File: src/rtl/ring_pkg.sv
// Shared constants and types for the ring counter and its step generator.
package ring_pkg;

  localparam int SPEED_W    = 2;
  localparam int NUM_LEVELS = 4;
  localparam int RING_LEN   = 8;
  localparam int RING_W     = $clog2(RING_LEN);

  typedef logic [SPEED_W-1:0] speed_t;

  // Each speed level halves the step period (truncating).
  function automatic int unsigned step_period(int unsigned base_div, speed_t lvl);
    return base_div >> lvl;
  endfunction

endpackage

File: src/rtl/ring_step_gen_debounce.sv
// Raw push-button conditioner: two-flop synchronizer, stability counter and
// a registered one-cycle press pulse on the debounced rising edge.
module btn_debounce #(
  parameter int DEB_CYCLES = 1_000_000
) (
  input  logic clk,
  input  logic rst_n,
  input  logic btn,
  output logic level,
  output logic press
);

  localparam int CW = $clog2(DEB_CYCLES);
  localparam logic [CW-1:0] CNT_LAST = CW'(DEB_CYCLES - 1);

  logic          sync1;
  logic          sync2;
  logic          level_q;
  logic [CW-1:0] cnt;

  always_ff @(posedge clk) begin
    if (!rst_n) begin
      sync1   <= 1'b0;
      sync2   <= 1'b0;
      level   <= 1'b0;
      level_q <= 1'b0;
      press   <= 1'b0;
      cnt     <= '0;
    end else begin
      sync1   <= btn;
      sync2   <= sync1;
      level_q <= level;
      press   <= level & ~level_q;
      // Any cycle where the input agrees with the accepted level restarts the count.
      if (sync2 == level) begin
        cnt <= '0;
      end else if (cnt == CNT_LAST) begin
        level <= sync2;
        cnt   <= '0;
      end else begin
        cnt <= cnt + 1'b1;
      end
    end
  end

endmodule

File: src/rtl/ring_step_gen.sv
// Step-enable generator for the ring counter: run/pause and four-level speed
// control from two push buttons, and a divider producing a one-cycle en pulse.
module ring_step_gen
  import ring_pkg::*;
#(
  parameter int BASE_DIV   = 50_000_000,
  parameter int DEB_CYCLES = 1_000_000
) (
  input  logic   clk,
  input  logic   rst_n,
  input  logic   btn_run,
  input  logic   btn_speed,
  output logic   en,
  output logic   running,
  output speed_t speed_lvl
);

  localparam int CW = $clog2(BASE_DIV);

  logic          run_press;
  logic          spd_press;
  logic          run_level;
  logic          spd_level;
  logic          unused_levels;
  logic [CW-1:0] cnt;
  logic [CW-1:0] cnt_last;

  btn_debounce #(.DEB_CYCLES(DEB_CYCLES)) u_deb_run (
    .clk   (clk),
    .rst_n (rst_n),
    .btn   (btn_run),
    .level (run_level),
    .press (run_press)
  );

  btn_debounce #(.DEB_CYCLES(DEB_CYCLES)) u_deb_speed (
    .clk   (clk),
    .rst_n (rst_n),
    .btn   (btn_speed),
    .level (spd_level),
    .press (spd_press)
  );

  // Debounced levels are only of interest to status logic elsewhere.
  assign unused_levels = run_level ^ spd_level;

  assign cnt_last = CW'(step_period(BASE_DIV, speed_lvl) - 32'd1);

  always_ff @(posedge clk) begin
    if (!rst_n) begin
      running   <= 1'b0;
      speed_lvl <= '0;
      cnt       <= '0;
      en        <= 1'b0;
    end else begin
      en <= 1'b0;
      if (run_press) running <= ~running;
      if (spd_press) speed_lvl <= speed_lvl + 2'd1;
      // Any press restarts the period and swallows a coincident terminal count.
      if (run_press || spd_press || !running) begin
        cnt <= '0;
      end else if (cnt == cnt_last) begin
        cnt <= '0;
        en  <= 1'b1;
      end else begin
        cnt <= cnt + 1'b1;
      end
    end
  end

endmodule

File: config.mk
export PLATFORM = sky130hd
export DESIGN_NAME = ring_step_gen
export DESIGN_NICKNAME = d
export VERILOG_FILES = /design/src/rtl/ring_pkg.sv /design/src/rtl/ring_step_gen_debounce.sv /design/src/rtl/ring_step_gen.sv
export SDC_FILE = /design/constraint.sdc
export NUM_CORES = 1
export LEC_CHECK = 0
export ABC_AREA = 1
export CAP_MARGIN = 20
export CORE_MARGIN = 10
export CORE_UTILIZATION = 55
export DETAILED_ROUTE_END_ITERATION = 12
export HOLD_SLACK_MARGIN = 0.12
export PLACE_DENSITY = 0.68
export SETUP_SLACK_MARGIN = 0.3
export SLEW_MARGIN = 10
export SYNTH_ARGS = -nofsm -noshare
export SYNTH_HDL_FRONTEND = slang
export SYNTH_SLANG_ARGS = --single-unit
File: constraint.sdc
create_clock -name clk -period 2.17 [get_ports clk]
set_input_delay 0.434 -clock clk [delete_from_list [all_inputs] [get_ports clk]]
set_output_delay 0.434 -clock clk [all_outputs]
set_load 0.01 [all_outputs]
==> flow_summary.json, run 1 <==
{
  "globalRoute.totalOverflow": 0,
  "cts_hold_buf": 0,
  "synth_enable_flop_cells": 0,
  "synth_xor_area_share_pct": 9.61,
  "slew_violations": 0,
  "power.density_nw_per_um2": 493,
  "wl_per_cell_um": 12.9,
  "antenna_found_initial": 0,
  "synth-compound-area-share_pct": 3.15,
  "reg2reg_to": "cnt[1]",
  "seq_area_frac_synth_pct": 36.6,
  "maxCapViolCount": 0,
  "crit_required_ns": 2.42,
  "start_util_pct": 56.6,
  "status": "completed",
  "vias": 3879,
  "worstPathMaxFanout": 6,
  "core_area_um2": 7730,
  "place.gp.congestion": 0.928,
  "die_x_um": 109,
  "arrival_ns": 2.20,
  "cts_made_buffers": 9,
  "period_needed_ns": 1.95,
  "netlist_instances": 624,
  "clk_pin_slew_worst_paths_ns": 0.09,
  "hold_violations": 0,
  "dp_hpwl_mm": 7.02,
  "ir_drop_v": 0.000464,
  "reg2regPathDepth": 11,
  "synthDominantCellAreaShare_pct": 36.6,
  "fp.dieH_um": 109,
  "portBuffers": 7,
  "yosys.area_share.adder_pct": 3.43,
  "synthArstFlopShare_pct": 0,
  "drc": 0,
  "synth_ff_type": "dfxtp_1",
  "dp.cells": 729,
  "drt_iter0_markers": 161,
  "ys_ff_latch": 80,
  "syn_to_final_growth_pct": 16.4,
  "synth_top_cell_by_area": "dfxtp_1",
  "ys_warn_count": 0,
  "crit_path_end_kind": "flip-flop",
  "synth_area_leaders": "dfxtp_1 (37%), nand2_1 (10%), nor2_1 (9.0%)",
  "rsz0062_at_grt": "yes",
  "final_cell_area_um2": 5090,
  "avgSynthCellArea_um2": 7.01,
  "routed_wl_mm": 9.79,
  "diodes": 0,
  "clkLatencyLatePin_ns": 0.35,
  "rows": 32,
  "place_ws_ns": 0.109,
  "fmax_mhz": 513,
  "drive_gt1_share_pct": 15.5,
  "synth_nets": 640,
  "synthesis.area_um2": 4380,
  "placed_area_um2": 4560,
  "slew_headroom_pct": 72.4,
  "clock-skew-final_ns": 0.00911,
  "pin_count": 8,
  "period_share_pct": 89.9,
  "grt_max_degree": 21,
  "hold_path_class": "flip-flop to flip-flop",
  "worst_pin_slew_ns": 0.411,
  "drtPass1Iterations": 4,
  "synthDistinctLibCells": 34,
  "synthSimpleGateAreaFrac_pct": 38.0,
  "critical_path.startpoint_type": "flip-flop",
  "r2r_slack_ns": 0.22,
  "clock-sinks": 80,
  "ant_nets": 0,
  "leakage_nw": 1.77,
  "tns_ns": 0,
  "setup-violations-final": 0,
  "fin_cells": 760,
  "drt-vias-per-instance": 5.10,
  "final_nets": 669,
  "worst_slack_ns": 0.220,
  "clock-root-buffer": "clkbuf_8",
  "grt_pass1_vias": 3718,
  "r2r-start": "speed_lvl[0]",
  "synth_top_family_by_area": "simple AND/OR/NAND/NOR gates",
  "critPathCapture": "cnt[1]",
  "muxShareOfSynthArea_pct": 0,
  "cts_tree": "built",
  "fp.dieArea_um2": 11900,
  "crit_start": "speed_lvl[0]",
  "grt_pass1_wl_mm": 16.5,
  "h-tree-depth": 3,
  "grt_use_total_pct": 17.0,
  "cts.path.max_buffers": 2,
  "crit_type": "flip-flop to flip-flop"
}
[worst min path at each step]
stage	end	start	depth (start not counted)
6_report	u_deb_speed.press	u_deb_speed.level_q	1
3_5_place_dp	u_deb_speed.press	u_deb_speed.level_q	1
2_1_floorplan	u_deb_run.press	u_deb_run.level_q	1
4_1_cts	u_deb_speed.press	u_deb_speed.level_q	1
3_3_place_gp	u_deb_speed.press	u_deb_speed.level_q	1
5_1_grt	u_deb_speed.press	u_deb_speed.level_q	1
[cell usage in the layout (no fill, tap or decap), types with 3 or more instances in the layout]
cell             synthesis  routed
ha_1                    12       3
nor2_4                   5      10
inv_6                    0       3
nand3_1                 33      33
nand3b_1                 4       4
o21ai_0                  7       7
buf_4                    0      14
nor2_1                 105      95
nor3b_1                  3       3
and2_1                   3       3
inv_1                   88      84
nand4_1                 21      21
xnor2_2                  0       3
nor3_1                  28      27
xor2_1                  32      32
nand2_2                  3       4
dfxtp_1                 80      78
ha_4                     0       6
nand2_1                121     120
ha_2                     0       3
clkdlybuf4s50_1          0       6
inv_2                    2       3
clkbuf_8                 0       9
a21oi_1                 19      19
nand2_8                  0       3
xnor2_1                 16      13
nor2_2                  17      22
nor3_2                   4       4
or2_0                    3       3
[critical path, stage by stage (launching register included)]
cell	delay (ns)
dfxtp_4	0.41
inv_6	0.06
ha_4	0.16
inv_4	0.06
ha_4	0.19
xnor2_2	0.14
nor2_2	0.13
nand2_1	0.08
nor2_2	0.13
nand3_4	0.23
nand2_4	0.20
nor2_1	0.06
[cells in the mapped netlist, types with 7 or more instances]
master / number
nor2_1: 105
inv_1: 88
nor2_2: 17
nand4_1: 21
xnor2_1: 16
xor2_1: 32
ha_1: 12
nor3_1: 28
nand2_1: 121
nand3_1: 33
a21oi_1: 19
o21ai_0: 7
dfxtp_1: 80
[metrics by stage]
stage	hold slack (ns)	util, %	total power, mW
finish	0.374	65.9	2.51
detailed placement	0.370	59.0	1.53
global route	0.384	65.9	2.60
global placement	0.375	59.0	1.53
CTS	0.377	64.8	2.54
floorplan	0.368	-	1.52
[flip-flops by register name, summed over array words and instances, names as in the netlist, 2 cells and up]
signal           flops
u_deb_speed.cnt     20
cnt                 26
speed_lvl            2
u_deb_run.cnt       20
[where the power goes]
part	internal, mW	switching, mW	total [mW]
clock	0.429	0.587	1.02
sequential	1.47	0.00265	1.47
combinational	0.0108	0.0137	0.0245
total	1.91	0.603	2.51
[per-layer routing]
| metal | GRT usage [%] | wire [µm] | vias to the layer above |
|---|---|---|---|
| met5 | 0 | 0 | - |
| met4 | 8.09 | 142 | 0 |
| met3 | 3.19 | 424 | 18 |
| met2 | 25.6 | 4340 | 84 |
| met1 | 23.0 | 4890 | 1767 |
| li1 | - | - | 2010 |
[timing repair]
action / in CTS / in global routing
hold endpoints to repair: 0 / 0
pin swaps: 18 / 11
setup buffers: 11 / 1
endpoints found under the setup margin: 26 / 39
resized for setup: 28 / 20
cloned: 3 / 0
[cell families (layout without fill, tap and decap cells)]
| logic type | after synthesis | count (layout) |
|---|---|---|
| DFF | 80 | 80 |
| adders and majority gates | 12 | 12 |
| xor gates and xnor gates | 48 | 48 |
| AOI/OAI and AO/OA | 27 | 27 |
| buffers and inverters | 99 | 130 |
| and+or+nand+nor | 358 | 361 |
[area by class of cell]
type	instances	area, µm²
well taps	102	128
flip-flops and latches	80	1610
clock buffers	9	124
clock inverters	7	55.1
multi-input cells	448	2610
repair buffers	24	220
fillers	673	2640
inverters	90	348
Note: power is estimated with default switching activity, not from simulation.
==> run 2, diff against run 1 <==
--- a/config.mk
+++ b/config.mk
@@ -11,7 +11,7 @@
 export CORE_UTILIZATION = 55
 export DETAILED_ROUTE_END_ITERATION = 12
 export HOLD_SLACK_MARGIN = 0.12
-export PLACE_DENSITY = 0.68
+export PLACE_DENSITY = 0.75
 export SETUP_SLACK_MARGIN = 0.3
 export SLEW_MARGIN = 10
 export SYNTH_ARGS = -nofsm -noshare
==> run 2 against run 1 <==
- clock power increased by 7%
- core utilization decreased by 0.39 points
- register-to-register slack got worse by 0.08 ns
- largest power group unchanged
- routed wire length increased by 0.38%
- critical endpoint is now cnt[14]
- sequential share of layout area increased by 0.19 points
- critical path depth increased by 1
- critical path type unchanged
- non-clock buffer count unchanged
==> flow_summary.json, run 2 (same netlist as run 1, synthesis figures left out) <==
{
  "crit_required_ns": 2.43,
  "globalRoute.totalOverflow": 0,
  "power.density_nw_per_um2": 510,
  "start_util_pct": 56.6,
  "period_share_pct": 93.6,
  "drt-vias-per-instance": 5.17,
  "fmax_mhz": 492,
  "clock-skew-final_ns": 0.0101,
  "grt_use_total_pct": 16.9,
  "fp.dieH_um": 109,
  "core_area_um2": 7730,
  "crit_path_end_kind": "flip-flop",
  "cts_tree": "built",
  "power_frac_comb_pct": 0.9,
  "maxCapViolCount": 0,
  "clock-sinks": 80,
  "clk_pin_slew_worst_paths_ns": 0.09,
  "final_cell_area_um2": 5060,
  "top_regs": "cnt: 26 flops, u_deb_run.cnt: 20 flops, u_deb_speed.cnt: 20 flops",
  "worstHoldStart": "u_deb_run.level_q",
  "drive_gt1_share_pct": 14.6,
  "pin_count": 8,
  "final_util_pct": 65.5,
  "worstPathMaxFanout": 7,
  "p_int_mw": 1.96,
  "power_mw": 2.58,
  "drc": 0,
  "final_common_cell": "nand2_1",
  "ir_drop_v": 0.000430,
  "diodes": 0,
  "die_x_um": 109,
  "slew_headroom_pct": 73.7,
  "cts.path.max_buffers": 2,
  "timing.hold.ws_ns": 0.389,
  "clkLatencyLatePin_ns": 0.36,
  "grt_pass1_wl_mm": 16.4,
  "place.gp.congestion": 0.933,
  "clock-root-buffer": "clkbuf_8",
  "r2r_slack_ns": 0.14,
  "worst_pin_slew_ns": 0.392,
  "antenna_found_initial": 0,
  "h-tree-depth": 3,
  "hold_path_class": "flip-flop to flip-flop",
  "whs_endpoint": "u_deb_run.press",
  "path_cells": "clkinvlp_4, ha_4, inv_2, nand2_2, nor2_2, nand2_1, nand2_1, nand2_2, nor2_4, nand3_4, nand2_8, nor2_1",
  "arrival_ns": 2.30,
  "cts_made_buffers": 9,
  "syn_to_final_growth_pct": 15.7,
  "sw_frac_of_total_pct": 24.2,
  "vias": 3931,
  "period_needed_ns": 2.03,
  "final_nets": 669,
  "max_stage_delay_ns": 0.42,
  "cts_hold_buf": 0,
  "drt_iter0_markers": 149,
  "rows": 32,
  "final_cell_mix": "nand2_1 (119), nor2_1 (100), inv_1 (84), dfxtp_1 (78), nand3_1 (33)",
  "fp.dieArea_um2": 11900,
  "r2r-start": "speed_lvl[1]",
  "cpMaxStageDelayCell": "dfxtp_4",
  "reg2reg_to": "cnt[14]",
  "placed_area_um2": 4550,
  "rsz0062_at_grt": "yes",
  "status": "completed",
  "leakage_nw": 1.80,
  "max_flop_register": "cnt",
  "slew_violations": 0,
  "dp_hpwl_mm": 6.64,
  "routed_wl_mm": 9.83,
  "tns_ns": 0,
  "hold_violations": 0,
  "critical_path.startpoint_type": "flip-flop",
  "holdPathStages": 1,
  "setup-violations-final": 0,
  "p_seq_share_pct": 57.0,
  "ant_nets": 0,
  "grt_max_degree": 21,
  "wl_per_cell_um": 12.9,
  "grt_pass1_vias": 3699,
  "portBuffers": 7,
  "drtPass1Iterations": 5,
  "crit_type": "flip-flop to flip-flop",
  "reg2regPathDepth": 12,
  "largest_reg_flops": 26,
  "switching_power_uw": 626,
  "clock_power_share_pct": 42.1
}
[run 2: power groups by stage]
stage,Clock (mW),Combinational [mW],Sequential [mW]
2_1_floorplan,0,0.0132,1.51
3_3_place_gp,0,0.0227,1.51
3_5_place_dp,0,0.0235,1.51
4_1_cts,1.12,0.0235,1.47
5_1_grt,1.18,0.0275,1.47
6_report,1.09,0.0239,1.47
[run 2: final cells by class]
cell class                      count  area, µm²
Fill cell                         689       2670
Multi-Input combinational cell    448       2580
Sequential cell                    80       1610
Inverter                           90        347
Timing Repair Buffer               24        206
Clock buffer                       10        138
Tap cell                          102        128
Clock inverter                      6       57.6
[run 2: routing by layer]
| metal | part of all wire (%) | wire length (µm) | vias up | global-route usage, % |
|---|---|---|---|---|
| li1 | - | - | 2013 | - |
| met1 | 43 | 4250 | 1769 | 20.1 |
| met2 | 49 | 4850 | 126 | 28.6 |
| met3 | 5.3 | 520 | 23 | 4.37 |
| met4 | 2.2 | 212 | 0 | 6.60 |
| met5 | 0 | 0 | - | 0 |
[run 2: worst max path at each step]
stage	startpoint	endpoint	slack (ns)	depth (start not counted)
3_3_place_gp	speed_lvl[0]	cnt[12]	0.16	11
5_1_grt	speed_lvl[1]	cnt[16]	0.03	12
3_5_place_dp	speed_lvl[0]	cnt[0]	0.09	11
4_1_cts	speed_lvl[1]	cnt[12]	0.24	12
2_1_floorplan	speed_lvl[0]	cnt[2]	0.31	12
6_report	speed_lvl[1]	cnt[14]	0.14	12
[run 2: what timing repair did]
item / in CTS / in global routing
endpoints found under the setup margin: 26 / 49
cloned: 3 / 0
resized for setup: 16 / 23
buffers inserted: 7 / 6
pin swaps: 10 / 14
[run 2: metrics by stage]
step	setup slack [ns]	instances
6_report	0.139	760
5_1_grt	0.0335	760
4_1_cts	0.237	754
3_5_place_dp	0.0899	728
3_3_place_gp	0.161	728
2_1_floorplan	0.306	624
[run 2: worst max-delay path, delay by kind of cell, from the launching register on]
| family | cells | cell delay [ns] |
|---|---|---|
| adders and majority gates | 1 | 0.24 |
| and+or+nand+nor | 9 | 1.04 |
| DFF | 1 | 0.42 |
| buffers and inverters | 2 | 0.23 |
